--- src/rtl/uart_cmd_pkg.sv ---
// Shared types and constants for the UART command controller: FSM state
// encoding, configuration register addresses and the default frame marker.
package uart_cmd_pkg;

   typedef enum logic [1:0] {
      ST_IDLE     = 2'd0,
      ST_GET_ADDR = 2'd1,
      ST_GET_DATA = 2'd2,
      ST_GET_CSUM = 2'd3
   } state_t;

   localparam logic [1:0] ADDR_GAIN   = 2'd0;
   localparam logic [1:0] ADDR_MODE   = 2'd1;
   localparam logic [1:0] ADDR_THRESH = 2'd2;
   localparam logic [1:0] ADDR_DECAY  = 2'd3;

   localparam logic [7:0] SYNC_BYTE_DEF = 8'hA5;

   // XOR checksum over the three leading bytes of a frame.
   function automatic logic [7:0] frame_csum(input logic [7:0] sync_b,
                                             input logic [7:0] addr_b,
                                             input logic [7:0] data_b);
      return sync_b ^ addr_b ^ data_b;
   endfunction

endpackage

--- src/rtl/uart_cmd_ctrl_if.sv ---
// Byte-receive inputs and configuration/status outputs of the command
// controller; the controller uses the slave modport, the UART side the master.
interface uart_cmd_ctrl_if;
   logic [7:0] rx_data;
   logic       rx_load;
   logic       rx_error;
   logic [7:0] cfg_gain;
   logic [7:0] cfg_mode;
   logic [7:0] cfg_thresh;
   logic [7:0] cfg_decay;
   logic       cmd_ok;
   logic       cmd_err;
   logic       busy;
   logic [7:0] err_cnt;

   modport master (
      output rx_data, rx_load, rx_error,
      input  cfg_gain, cfg_mode, cfg_thresh, cfg_decay,
      input  cmd_ok, cmd_err, busy, err_cnt
   );

   modport slave (
      input  rx_data, rx_load, rx_error,
      output cfg_gain, cfg_mode, cfg_thresh, cfg_decay,
      output cmd_ok, cmd_err, busy, err_cnt
   );
endinterface

--- src/rtl/uart_cmd_timer.sv ---
// Inter-byte gap counter: cleared by i_clear, counts while i_enable, and flags
// o_expired in the cycle that completes TIMEOUT_CYC cycles without a clear.
module uart_cmd_timer #(
   parameter logic [15:0] TIMEOUT_CYC = 16'd2560
) (
   input  logic clkx16,
   input  logic reset,
   input  logic i_clear,
   input  logic i_enable,
   output logic o_expired
);

   logic [15:0] r_cnt;

   always_ff @(posedge clkx16 or posedge reset) begin
      if (reset) begin
         r_cnt <= 16'd0;
      end else if (i_clear) begin
         r_cnt <= 16'd0;
      end else if (i_enable) begin
         r_cnt <= r_cnt + 16'd1;
      end
   end

   // r_cnt holds the idle cycles already elapsed, so this cycle is the last one allowed.
   assign o_expired = i_enable && !i_clear && (r_cnt == TIMEOUT_CYC - 16'd1);

endmodule

--- src/rtl/uart_cmd_ctrl.sv ---
// UART command frame decoder writing four configuration registers.
// Define UART_CSUM_EN for 4-byte frames with an XOR checksum; default is 3-byte frames.
module uart_cmd_ctrl
   import uart_cmd_pkg::*;
#(
   parameter logic [7:0]  SYNC_BYTE   = SYNC_BYTE_DEF,
   parameter logic [15:0] TIMEOUT_CYC = 16'd2560,
   parameter logic [7:0]  GAIN_RST    = 8'h10
) (
   input logic            clkx16,
   input logic            reset,
   uart_cmd_ctrl_if.slave bus
);

   state_t     r_state;
   logic [1:0] r_addr;
   logic [7:0] r_data;
   logic [7:0] r_cfg_gain;
   logic [7:0] r_cfg_mode;
   logic [7:0] r_cfg_thresh;
   logic [7:0] r_cfg_decay;
   logic       r_cmd_ok;
   logic       r_cmd_err;
   logic [7:0] r_err_cnt;

   logic       w_expired;
   logic       w_commit;
   logic       w_reject;
   logic [7:0] w_wdata;

   uart_cmd_timer #(
      .TIMEOUT_CYC (TIMEOUT_CYC)
   ) u_timer (
      .clkx16    (clkx16),
      .reset     (reset),
      .i_clear   ((r_state == ST_IDLE) || bus.rx_load),
      .i_enable  (r_state != ST_IDLE),
      .o_expired (w_expired)
   );

   // Frame outcome for this cycle; rx_error beats rx_load beats timeout.
   always_comb begin
      w_commit = 1'b0;
      w_reject = 1'b0;
      w_wdata  = r_data;
      if (r_state != ST_IDLE) begin
         if (bus.rx_error) begin
            w_reject = 1'b1;
         end else if (bus.rx_load) begin
            case (r_state)
               ST_GET_ADDR: w_reject = |bus.rx_data[7:2];
`ifndef UART_CSUM_EN
               ST_GET_DATA: begin
                  w_commit = 1'b1;
                  w_wdata  = bus.rx_data;
               end
`else
               ST_GET_CSUM: begin
                  if (bus.rx_data == frame_csum(SYNC_BYTE, {6'b0, r_addr}, r_data)) begin
                     w_commit = 1'b1;
                  end else begin
                     w_reject = 1'b1;
                  end
               end
`endif
               default: ;
            endcase
         end else if (w_expired) begin
            w_reject = 1'b1;
         end
      end
   end

   // Frame payload holding registers; only meaningful while a frame is open.
   always_ff @(posedge clkx16) begin
      if (bus.rx_load && (r_state == ST_GET_ADDR)) begin
         r_addr <= bus.rx_data[1:0];
      end
      if (bus.rx_load && (r_state == ST_GET_DATA)) begin
         r_data <= bus.rx_data;
      end
   end

   always_ff @(posedge clkx16 or posedge reset) begin
      if (reset) begin
         r_state      <= ST_IDLE;
         r_cfg_gain   <= GAIN_RST;
         r_cfg_mode   <= 8'h00;
         r_cfg_thresh <= 8'h00;
         r_cfg_decay  <= 8'h00;
         r_cmd_ok     <= 1'b0;
         r_cmd_err    <= 1'b0;
         r_err_cnt    <= 8'h00;
      end else begin
         r_cmd_ok  <= w_commit;
         r_cmd_err <= w_reject;
         if (w_reject) begin
            r_state <= ST_IDLE;
            if (r_err_cnt != 8'hFF) begin
               r_err_cnt <= r_err_cnt + 8'd1;
            end
         end else if (w_commit) begin
            r_state <= ST_IDLE;
            case (r_addr)
               ADDR_GAIN:   r_cfg_gain   <= w_wdata;
               ADDR_MODE:   r_cfg_mode   <= w_wdata;
               ADDR_THRESH: r_cfg_thresh <= w_wdata;
               default:     r_cfg_decay  <= w_wdata;
            endcase
         end else if (bus.rx_load) begin
            case (r_state)
               ST_IDLE: begin
                  if (bus.rx_data == SYNC_BYTE) begin
                     r_state <= ST_GET_ADDR;
                  end
               end
               ST_GET_ADDR: r_state <= ST_GET_DATA;
`ifdef UART_CSUM_EN
               ST_GET_DATA: r_state <= ST_GET_CSUM;
`endif
               default: ;
            endcase
         end
      end
   end

   assign bus.cfg_gain   = r_cfg_gain;
   assign bus.cfg_mode   = r_cfg_mode;
   assign bus.cfg_thresh = r_cfg_thresh;
   assign bus.cfg_decay  = r_cfg_decay;
   assign bus.cmd_ok     = r_cmd_ok;
   assign bus.cmd_err    = r_cmd_err;
   assign bus.busy       = (r_state != ST_IDLE);
   assign bus.err_cnt    = r_err_cnt;

endmodule

--- src/flat_wrapper.sv ---
// flat-port wrapper written by rule: the top's interface ports become plain ports
module uart_cmd_ctrl_flat import uart_cmd_pkg::*;
#(
   parameter logic [7:0]  SYNC_BYTE   = SYNC_BYTE_DEF,
   parameter logic [15:0] TIMEOUT_CYC = 16'd2560,
   parameter logic [7:0]  GAIN_RST    = 8'h10
)
  (clkx16, reset, bus_rx_data, bus_rx_load, bus_rx_error, bus_cfg_gain, bus_cfg_mode, bus_cfg_thresh, bus_cfg_decay, bus_cmd_ok, bus_cmd_err, bus_busy, bus_err_cnt);
  uart_cmd_ctrl_if bus_i ();
  input logic clkx16;
  input logic reset;
  input wire logic [$bits(bus_i.rx_data)-1:0] bus_rx_data;
  input wire logic [$bits(bus_i.rx_load)-1:0] bus_rx_load;
  input wire logic [$bits(bus_i.rx_error)-1:0] bus_rx_error;
  output wire logic [$bits(bus_i.cfg_gain)-1:0] bus_cfg_gain;
  output wire logic [$bits(bus_i.cfg_mode)-1:0] bus_cfg_mode;
  output wire logic [$bits(bus_i.cfg_thresh)-1:0] bus_cfg_thresh;
  output wire logic [$bits(bus_i.cfg_decay)-1:0] bus_cfg_decay;
  output wire logic [$bits(bus_i.cmd_ok)-1:0] bus_cmd_ok;
  output wire logic [$bits(bus_i.cmd_err)-1:0] bus_cmd_err;
  output wire logic [$bits(bus_i.busy)-1:0] bus_busy;
  output wire logic [$bits(bus_i.err_cnt)-1:0] bus_err_cnt;
  assign bus_i.rx_data = bus_rx_data;
  assign bus_i.rx_load = bus_rx_load;
  assign bus_i.rx_error = bus_rx_error;
  assign bus_cfg_gain = bus_i.cfg_gain;
  assign bus_cfg_mode = bus_i.cfg_mode;
  assign bus_cfg_thresh = bus_i.cfg_thresh;
  assign bus_cfg_decay = bus_i.cfg_decay;
  assign bus_cmd_ok = bus_i.cmd_ok;
  assign bus_cmd_err = bus_i.cmd_err;
  assign bus_busy = bus_i.busy;
  assign bus_err_cnt = bus_i.err_cnt;
  uart_cmd_ctrl #(.SYNC_BYTE(SYNC_BYTE), .TIMEOUT_CYC(TIMEOUT_CYC), .GAIN_RST(GAIN_RST)) u_core (.clkx16(clkx16), .reset(reset), .bus(bus_i));
endmodule
--- config.mk ---
export PLATFORM = sky130hd
export DESIGN_NAME = uart_cmd_ctrl_flat
export DESIGN_NICKNAME = d
export VERILOG_FILES = /design/src/rtl/uart_cmd_pkg.sv /design/src/rtl/uart_cmd_ctrl_if.sv /design/src/rtl/uart_cmd_timer.sv /design/src/rtl/uart_cmd_ctrl.sv /design/src/flat_wrapper.sv
export SDC_FILE = /design/constraint.sdc
export NUM_CORES = 1
export LEC_CHECK = 0
export ABC_AREA = 1
export CORE_MARGIN = 5
export CORE_UTILIZATION = 29
export DETAILED_ROUTE_END_ITERATION = 10
export DONT_BUFFER_PORTS = 1
export GPL_ROUTABILITY_DRIVEN = 0
export PLACE_DENSITY = 0.41
export SYNTH_ARGS = -nofsm -noshare
export SYNTH_HDL_FRONTEND = slang
export SYNTH_SLANG_ARGS = --single-unit
--- constraint.sdc ---
create_clock -name clkx16 -period 2.15 [get_ports clkx16]
set_clock_uncertainty 0.05 [all_clocks]
set_input_delay 0.215 -clock clkx16 [delete_from_list [all_inputs] [get_ports clkx16]]
set_output_delay 0.215 -clock clkx16 [all_outputs]
set_load 0.02 [all_outputs]
Word level (Yosys, flattened, before mapping)
Cells that the tools add are included. W data, S select, Z words.

Reductions and logical operators: 20. Bitwise operators: 2. Multiplexer cells: 20. $add $sub $neg: 2. Equality and inequality tests: 8.

Operator list (count): $mux W16 (2); $mux W8 (4); $add A16 B1 Y16 const B (1); $eq A16 B12 Y1 const B (1); $reduce_and A3 Y1 (5); $mux W1 (9); $add A8 B1 Y8 const B (1); $eq A8 B8 Y1 const B (1); $mux W2 (4); $ne A8 B8 Y1 const B (1); $reduce_or A6 Y1 (1); $eq A2 B1 Y1 const B (2); $eq A2 B2 Y1 const B (2); $logic_and A1 B1 Y1 (4); $logic_not A2 Y1 (2); $ne A4 B2 Y1 const B (1); $pmux W2 S2 (1); $reduce_bool A2 Y1 (2); $reduce_bool A4 Y1 (1); $reduce_bool A3 Y1 (1); $reduce_or A3 Y1 (1); $not A1 Y1 (2); $reduce_and A2 Y1 (1); $logic_not A1 Y1 (1); $logic_or A1 B1 Y1 (1).

Register bits after elaboration: 70. Input bits: 12. Output and inout port bits: 43.

Longest topological paths before layout
Gate-level depths: netlist of the first run.

Word-level depth: 11. Mapped depth: 10. Mapped depth without buffers: 10.

Modules after synthesis
A second synthesis of the first run with hierarchy kept.

Cells, all modules: 379. Area total of the unflattened synthesis: 3349.5 um^2.

By module, submodules not included: uart_cmd_ctrl (area each 2423.6 um^2, times used 1, sequential area each 1402.6 um^2, cells an instance 246); uart_cmd_timer (area each 925.9 um^2, times used 1, sequential area each 400.4 um^2, cells an instance 133).

Worst setup path before layout of the first run
No wires, ideal clock.

Path kind: register to register. From: register u_core.r_err_cnt[0], in the netlist u_core.bus.err_cnt[0]. To: register u_core.r_err_cnt[3], in the netlist u_core.bus.err_cnt[3]. Period minus slack after synthesis: 1.575 ns. Arrival time: 1.458 ns. Path slack: 0.575 ns. Stages on the path, launching flop included: 8. Required time: 2.033 ns. Library setup time: 0.067 ns. Path through: dfrtp_1 -> ha_1 -> inv_1 -> nor2_1 -> nand4_1 -> nand3_2 -> nand2_1 -> nand2_1.

Word-level cells in the longest chain between the ends: 2. Elaborated cells between the ends (all ways): 3. Those cells by class: add/sub: 1; eq/ne: 1; reduce/logical: 1.

Ends and longest elaborated chain: start, declared (line uart_cmd_ctrl.sv:24) `logic [7:0] r_err_cnt;`; start signal, assigned (line uart_cmd_ctrl.sv:100) `r_err_cnt <= r_err_cnt + 8'd1;`; branches (longest 2 deep; another with $add A8 B1 Y8).

Several ways; the timed one is not identified. A chain may end at the register's enable or synchronous reset.

Worst setup path after layout of the first run
From: register u_core.r_err_cnt[1], in the netlist u_core.bus.err_cnt[1]. To: register u_core.r_err_cnt[3], in the netlist u_core.bus.err_cnt[3].

The elaborated chain is that of the path after synthesis.

==> results.md, run 1 <==
- Rows: 38
- Vias in the first global route: 2,251
- Mux cell area share after synthesis: 0%
- Worst-Skew Late Latency: 0.34 ns
- DIE AREA: 13,200 µm²
- CTS Buf Count: 9
- Synthesis Warnings: 0
- Initial antenna violation count: 0
- DRT Pass-1 Iters: 4
- Root Buffer Master: clkbuf_8
- Worst path arrival time: 2.08 ns
- Share of layout cells above drive strength 1: 10.0%
- Fill count: 1,120
- Post-Synth Adder-Cell Area: 0.783%
- Largest family of logic cells by synthesized area: simple AND/OR/NAND/NOR gates
- Placement Setup Slack: 0.295 ns
- Maximum number of pins on one net before global-route repair: 34
- Post-DR wirelength/cell: 14.6 µm
- Commonest non-fill, non-tap cell in the layout: nand2_1
- Synthesized flop and latch total: 70
- Fin crit share: 86.2%
- Placed insts: 484
- Clk sink count: 70
- Antenna viol nets, final: 0
- Post-layout min period: 1.85 ns
- DR iter-0 viols: 93
- Status: finished, final reports clean
- Global-route wire length before repair: 12.1 mm
- Leakage: 0.00164 µW
- Sequential area share after synthesis: 56.4%
- Fin. Hold Viols: 0
- Pins Over Slew Limit: 0
- Fin Setup TNS: 0 ns
- DIE HEIGHT: 115 µm
- Worst slew margin: 58.2%
- All-Layer GR Usage: 11.8%
- # IOs: 55
- Power Total: 4470 µW
- Post-layout util: 34.2%
- CTS resizes: 0
- Final Non-Filler Cells: 509
- Crit path capture type: flop
- CTS tree: built
- Mean area per synthesized cell: 9.26 µm²
- Starting Density: 29.5%
- Final nets: 378
- Power density over the cells: 1210 nW/µm²
- Xor/xnor cell area share of the yosys netlist: 1.92%
- Postcts setup bufs: 0
- Worst-margin pin slew: 0.626 ns
- Crit Path Category: flop to flop
- Gate Count Post-Synth: 345
- Reg clk slew, reported paths: 0.07 ns
- DPL Wire Length: 5.27 mm
- DRC viols: 0
- Syn nets: 359
- Max clock buf depth: 2
- RSZ-0062 raised after global routing: false
- Simple-gate share of the synthesized area: 24.1%
- VDD IR-drop max: 0.415 mV
- Layout area overhead: 16.0%
- Via count: 2,302
- H-tree levels: 3
- Total Wirelength: 7.44 mm
- Final worst slack: 0.296 ns
- Hold Crit Class: primary input to flop
- Core area: 10,800 µm²
- Ant diodes: 0
- Startpoint Class: flop
- Distinct cells, synth: 30
- Total grt overflow: 0
- Synthesized cell area: 3190 µm²
- Chip Width: 115 µm
- Req. time, crit path: 2.38 ns
- Final setup vio count: 0
- Complex-gate fraction of the synthesized area: 11.2%
- Most frequent cells in the layout: nand2_1 (91), dfrtp_1 (59), nor2_1 (33), inv_1 (31), o21a_1 (25)
- PortBufs: 0
- Hold-fix buffers, CTS: 9
- Avg Vias per Cell: 4.52
- Worst-path fanout max: 9
- Max Clk Rate: 0.539 GHz
- Max-cap violations: 0
-- metrics by stage --
step | area, µm² | hold slack, ns
finish | 3700 | 0.0324
CTS | 3700 | 0.0133
detailed placement | 3370 | 0.181
global placement | 3370 | 0.181
floorplan | 3190 | 0.264
global route | 3700 | 0.0477
-- worst paths after layout --
check	start	to	slack, ns	depth (start not counted)
max in group asynchronous	reset	u_core.bus.cfg_gain[4]	1.02	3
worst max-delay path	u_core.bus.err_cnt[1]	u_core.bus.err_cnt[3]	0.30	7
min in group asynchronous	reset	u_core.u_timer.r_cnt[15]	0.37	2
worst min register to register	u_core.u_timer.r_cnt[0]	u_core.u_timer.r_cnt[0]	0.41	1
worst max register to register	u_core.bus.err_cnt[1]	u_core.bus.err_cnt[3]	0.30	7
worst min-delay path	bus_rx_load	u_core.r_state[0]	0.03	3
-- registers in the layout, indices dropped and copies added, names as in the netlist --
signal	count
u_core.bus.cmd_ok	1
u_core.bus.err_cnt	8
u_core.bus.cfg_gain	8
u_core.r_addr	2
u_core.r_data	8
u_core.bus.cfg_decay	8
u_core.bus.cfg_mode	8
u_core.r_state	2
u_core.bus.cmd_err	1
u_core.bus.cfg_thresh	8
u_core.u_timer.r_cnt	16
-- cells by family (layout without fill, tap and decap cells) --
| group | after synthesis | in the layout |
|---|---|---|
| AO/OA/AOI/OAI | 57 | 57 |
| XOR/XNOR | 7 | 7 |
| adder cells (fa/ha/maj) | 2 | 2 |
| buffers and inverters | 40 | 64 |
| flip-flops | 70 | 70 |
| AND/OR/NAND/NOR | 169 | 169 |
-- synth_stat cells (all sizes together) --
cell type	instances	share of area, %
nor3	6	1.6
nand2	94	11
buf	6	1.5
edfxtp	10	9.4
o21a	25	5.9
dfstp	1	0.82
nand4	12	2.4
xor2	4	1.1
ha	2	0.78
or2	6	1.2
inv	32	3.8
nand3	14	2.5
xnor2	3	0.82
clkbuf	1	0.12
o21ai	23	3.8
a21boi	1	0.24
nor4	1	0.20
clkinv	1	0.16
a21oi	8	1.3
nor2	36	4.8
dfrtp	59	46
-- worst max-delay path: stages, from the launching register on --
cell	delay, ns
dfrtp_1	0.51
ha_1	0.24
inv_1	0.06
nor2_1	0.13
nand4_1	0.34
nand3_2	0.31
nand2_1	0.08
nand2_1	0.07
-- power breakdown --
| part | switching (µW) | internal (µW) |
|---|---|---|
| Combinational | 415 | 323 |
| Clock | 531 | 730 |
| Sequential | 738 | 1730 |
| Total | 1680 | 2790 |
-- final cells by class --
cell class | instances | area (µm²) | area share [%]
clock inverter | 6 | 91.3 | 2.47
tap | 140 | 175 | 4.73
sequential | 70 | 1800 | 48.7
inverter | 33 | 125 | 3.38
multi-input combinational | 235 | 1210 | 32.8
clock buffer | 10 | 149 | 4.02
timing repair buffer | 15 | 148 | 3.99
-- per-layer routing --
metal / GRT usage (%) / routed length, µm / vias to the layer above / share of wire, %
met5: 0 / 0 / - / 0
met4: 4.69 / 126 / 0 / 1.7
met3: 3.84 / 453 / 12 / 6.1
met2: 18.8 / 3550 / 42 / 48
met1: 14.7 / 3310 / 1080 / 44
li1: - / - / 1168 / -
Power figures use the tool's default switching activity.
==> run 2: changes to the inputs <==
SLEW_MARGIN = 0   (was not set)
==> results of run 2 <==
Final layout, timing and power as in run 1 (identical DEF).
